### src/rtl/varshift_tx.sv
// varshift_tx: N-bit parallel-to-serial shifter, MSB first, 0-3 bits/cycle.
// Optional: define VARSHIFT_TX_UNDERRUN_EN to add a sticky underrun output.
module varshift_tx #(
    parameter int N = 8,
    localparam int LW = $clog2(N + 1)
) (
    input  logic          clk,
    input  logic          rst,
    input  logic          load_valid,
    output logic          load_ready,
    input  logic [N-1:0]  load_data,
    input  logic [1:0]    sh_amount,
    output logic [2:0]    sout,
    output logic [1:0]    sout_cnt,
    output logic          sout_valid,
    output logic          sout_last,
`ifdef VARSHIFT_TX_UNDERRUN_EN
    output logic          underrun,
`endif
    output logic [LW-1:0] level
);

    localparam int CW = (LW > 2) ? LW : 2;

    typedef enum logic {
        IDLE,
        BUSY
    } state_t;

    state_t        state;
    logic [N-1:0]  shreg;
    logic [CW-1:0] k_ext;
    logic [CW-1:0] lvl_ext;
    logic [CW-1:0] g_ext;
    logic [1:0]    g;
    logic [N+2:0]  ext;
    logic [2:0]    top3;
    logic [2:0]    mask;
    logic [2:0]    bits;

    assign state      = (level == '0) ? IDLE : BUSY;
    assign load_ready = (state == IDLE);

    // Grant is the request clipped to the bits still held; the
    // zero-padded extension keeps the top-3 slice legal when N < 3.
    always_comb begin
        k_ext   = CW'(sh_amount);
        lvl_ext = CW'(level);
        g_ext   = (k_ext > lvl_ext) ? lvl_ext : k_ext;
        g       = g_ext[1:0];
        ext     = {shreg, 3'b000};
        top3    = ext[N+2:N];
        mask    = 3'b000;
        case (g)
            2'd1:    mask = 3'b100;
            2'd2:    mask = 3'b110;
            2'd3:    mask = 3'b111;
            default: mask = 3'b000;
        endcase
        bits = top3 & mask;
    end

    // Load in IDLE, shift out the granted bits in BUSY; outputs are
    // one-cycle pulses that fall back to zero without a new grant.
    always_ff @(posedge clk or negedge rst) begin
        if (!rst) begin
            shreg      <= '0;
            level      <= '0;
            sout       <= '0;
            sout_cnt   <= '0;
            sout_valid <= 1'b0;
            sout_last  <= 1'b0;
        end else begin
            sout       <= '0;
            sout_cnt   <= '0;
            sout_valid <= 1'b0;
            sout_last  <= 1'b0;
            case (state)
                IDLE: begin
                    if (load_valid) begin
                        shreg <= load_data;
                        level <= LW'(N);
                    end
                end
                BUSY: begin
                    sout       <= bits;
                    sout_cnt   <= g;
                    sout_valid <= (g != 2'd0);
                    sout_last  <= (g != 2'd0) && (g_ext == lvl_ext);
                    shreg      <= shreg << g;
                    level      <= level - LW'(g_ext);
                end
                default: begin
                    level <= '0;
                end
            endcase
        end
    end

`ifdef VARSHIFT_TX_UNDERRUN_EN
    // Sticky flag for requests larger than what is held; an accepted
    // load clears it even if that same cycle over-requests.
    always_ff @(posedge clk or negedge rst) begin
        if (!rst) begin
            underrun <= 1'b0;
        end else if (load_valid && load_ready) begin
            underrun <= 1'b0;
        end else if (k_ext > lvl_ext) begin
            underrun <= 1'b1;
        end
    end
`endif

endmodule

### config.mk
export PLATFORM = sky130hd
export DESIGN_NAME = varshift_tx
export DESIGN_NICKNAME = d
export VERILOG_FILES = /design/src/rtl/varshift_tx.sv
export SDC_FILE = /design/constraint.sdc
export NUM_CORES = 1
export LEC_CHECK = 0
export ABC_AREA = 1
export BUFFER_PORTS_ARGS = -buffer_cell sky130_fd_sc_hd__buf_2
export CORE_MARGIN = 3
export CORE_UTILIZATION = 40
export DETAILED_ROUTE_END_ITERATION = 16
export GPL_TIMING_DRIVEN = 0
export RECOVER_POWER = 100
export REMOVE_ABC_BUFFERS = 1
export SKIP_CTS_REPAIR_TIMING = 1
export SYNTH_ARGS = -nofsm -noshare
export SYNTH_HDL_FRONTEND = slang
export SYNTH_SLANG_ARGS = --single-unit
export TNS_END_PERCENT = 20
### constraint.sdc
create_clock -name clk -period 2.4 [get_ports clk]
set_clock_uncertainty 0.2 [all_clocks]
set_input_delay 0.24 -clock clk [delete_from_list [all_inputs] [get_ports clk]]
set_output_delay 0.24 -clock clk [all_outputs]
set_load 0.01 [all_outputs]
==> impl_metrics.py <==
metrics = {
    "status": {
        "status": "finished with violations",
        "violations": "hold timing",
    },
    "logic_synthesis": {
        "synth_seq_cells": 19,
        "yosysWarnings": 0,
        "avgSynthCellArea_sq_um": 8.047,
        "netlist_area_sq_um": 1231,
        "syn_inst": 153,
        "synth-seq-area-share_pct": 38.62,
        "synth_cell_type_count": 24,
    },
    "sta": {
        "timing.hold.ws_ps": -9.532,
        "fin_crit_ps": 2188,
        "setup_tns_ps": 0,
        "finalCritPeriodShare_pct": 91.16,
        "slew_headroom_pct": 30.95,
        "rsz0062_at_grt": "no",
        "worst_slew_pin_slew_ps": 1036,
        "setup_viol": 0,
        "finalMaxSlewViolations": 0,
        "hold_viol": 1,
        "timing.fmax_mhz": 457.1,
    },
    "power_and_ir_drop": {
        "finalPower_uw": 1661,
        "power.density_nw_per_um2": 1181,
        "leakage_uw": 0.0007441,
        "vdd_drop_max_v": 0.0004099,
    },
    "finish": {
        "final_cell_mix": "nand2_1, inv_1, dfrtp_1, nand3_1, nor2_1",
        "num-nets-final": 201,
        "num-fill-cells": 315,
        "area_growth_pct": 14.23,
        "final_common_cell": "nand2_1",
        "diodes": 0,
        "drive_gt1_share_pct": 19.78,
    },
    "drt": {
        "vias": 1007,
        "wire_per_inst_um": 11.46,
        "drt_first_pass_iters": 4,
        "wl_met3_um": 122,
        "via_per_inst": 4.728,
        "route.met2.wl_um": 1170,
        "drc": 0,
        "first_iter_violations": 31,
        "detail-route-antenna-nets": 0,
        "drt-total-wl_um": 2441,
        "top_layer_used": "met4",
        "met1_length_um": 1135,
    },
    "placement": {
        "port_buffers": 24,
        "place_hpwl_um": 1856,
        "gp_congestion": 0.8320,
    },
    "floorplanning": {
        "ioPinCount": 25,
        "coreArea_sq_um": 2853,
        "die_h_um": 61.48,
        "rows": 19,
        "initial_utilization_pct": 43.16,
        "dieArea_sq_um": 3780,
        "die_x_um": 61.48,
    },
    "cts": {
        "cts_buffer_depth": 2,
        "clkTransAtPathRegs_ps": 110,
        "cts_root_buffer": "clkbuf_4",
        "h-tree-depth": 1,
        "cts_sinks": 19,
        "worstSkewPairLatency_ps": 300,
        "cts_made_buffers": 3,
        "tritoncts": "built",
    },
    "grt": {
        "grt_pass1_vias": 922,
        "gr-total-overflow": 0,
        "antenna_found_initial": 0,
        "grt_max_degree": 20,
        "grt_usage_pct": 14.43,
        "grt_pass1_wl_um": 4050,
    },
    "critical_path": {
        "r2r_start": "level[1]$_DFFE_PN0P_",
        "critPathBufInv": 2,
        "worst_ep_arrival_time_ps": 2220,
        "critPathMaxStageDelay_ps": 430,
        "cp_max_fo": 7,
        "crit_top_cell": "ha_1",
        "crit_chain": "ha_1 -> nand2_1 -> nand2_2 -> clkinv_4 -> nand2_4 -> nand2_2 -> nand2_4 -> ha_1 -> inv_1 -> ha_1 -> nor2_1 -> o21ai_0 -> a21oi_1",
        "endpoint_kind": "flop",
        "crit_start": "level[1]$_DFFE_PN0P_",
        "required_ps": 2430,
        "cp_top_family": "adder cells",
        "crit_path_start_kind": "flop",
        "crit_type": "reg -> reg",
        "crit_slowest_cell": "dfrtp_1",
    },
    "min_path": {
        "min_path_type": "in -> reg",
        "hp-start": "load_data[0]",
    },
    "flow_run": {
        "cap_violations": 0,
    },
}
-- layout make-up --
class                      count  area, sq um  area share (%)
multi-input combinational    110        648.1           46.09
sequential                    19        475.5           33.81
timing repair buffer          26        122.6           8.719
inverter                      23        93.84           6.673
tap                           31        38.79           2.758
clock buffer                   3        22.52           1.601
clock inverter                 1        5.005          0.3559
-- cell usage after synthesis --
cell,number,area (sq um)
nor2_4,1,11.26
nand2_8,2,40.04
nor2_8,3,60.06
nand2_4,3,33.78
nor2_2,1,6.260
o21ai_0,6,30.03
nand2_1,45,168.9
a21oi_2,1,8.760
inv_4,2,12.51
o21ai_1,1,5.000
clkinv_4,1,8.760
dfrtp_1,19,475.5
buf_4,1,7.510
nand3_4,1,17.52
ha_1,5,62.56
a21oi_1,3,15.01
nor2_1,13,48.80
or2_1,2,12.51
nand2_2,3,18.77
nand3_2,2,20.02
a31oi_1,1,6.260
nand3_1,16,80.08
inv_1,20,75.07
nor4_1,1,6.260
-- worst reg2reg max path, stage by stage, from the launching register on --
cell	delay [ps]
dfrtp_1	430
ha_1	310
nand2_1	60
nand2_2	90
clkinv_4	70
nand2_4	110
nand2_2	70
nand2_4	100
ha_1	150
inv_1	50
ha_1	180
nor2_1	110
o21ai_0	90
a21oi_1	120
-- per-layer routing --
layer,up-vias,track usage (%)
li1,534,-
met1,444,18.93
met2,27,23.62
met3,2,4.403
met4,0,2.727
met5,-,0
-- flip-flops by register name, summed over array words and instances (netlist names) --
register and count:
sout_cnt 2, sout 3, sout_valid 1, level 4
sout_last 1, shreg 8
-- final timing paths --
| path | depth (start not counted) | slack [ps] | endpoint |
|---|---|---|---|
| worst max register to register | 13 | 210 | level[2]$_DFFE_PN0P_ |
| worst min-delay path | 3 | -10 | shreg[0]$_DFFE_PN0P_ |
| max in group asynchronous | 2 | 960 | sout_cnt[1]$_DFF_PN0_ |
| worst max-delay path | 13 | 210 | level[2]$_DFFE_PN0P_ |
| min in group asynchronous | 2 | 430 | shreg[0]$_DFFE_PN0P_ |
| worst min register to register | 2 | 310 | sout[2]$_DFF_PN0_ |
-- through the flow --
| step | utilization (%) | instance area (sq um) | worst slack, ps | instances |
|---|---|---|---|---|
| floorplan | - | 1224 | 293.5 | 152 |
| global placement | 48.46 | 1383 | 137.4 | 207 |
| detailed placement | 48.46 | 1383 | 97.29 | 207 |
| CTS | 49.43 | 1410 | 119.8 | 211 |
| global route | 49.30 | 1406 | 14.04 | 213 |
| finish | 49.30 | 1406 | 212.3 | 213 |
-- kinds of logic (layout without fill, tap and decap cells) --
| family | count (synthesis) | after routing | share of synthesized area [%] |
|---|---|---|---|
| DFF | 19 | 19 | 38.62 |
| AOI/OAI and AO/OA | 12 | 12 | 5.284 |
| buffers and inverters | 24 | 53 | 8.435 |
| and+or+nand+nor | 93 | 93 | 42.58 |
| adders and majority gates | 5 | 5 | 5.081 |
-- power by group --
part / switching, uW / internal [uW] / total [uW]
logic: 633 / 333 / 967
clock network: 102 / 62.1 / 164
registers: 86.1 / 444 / 530
total: 822 / 840 / 1660
Note: power is estimated with default switching activity, not from simulation.
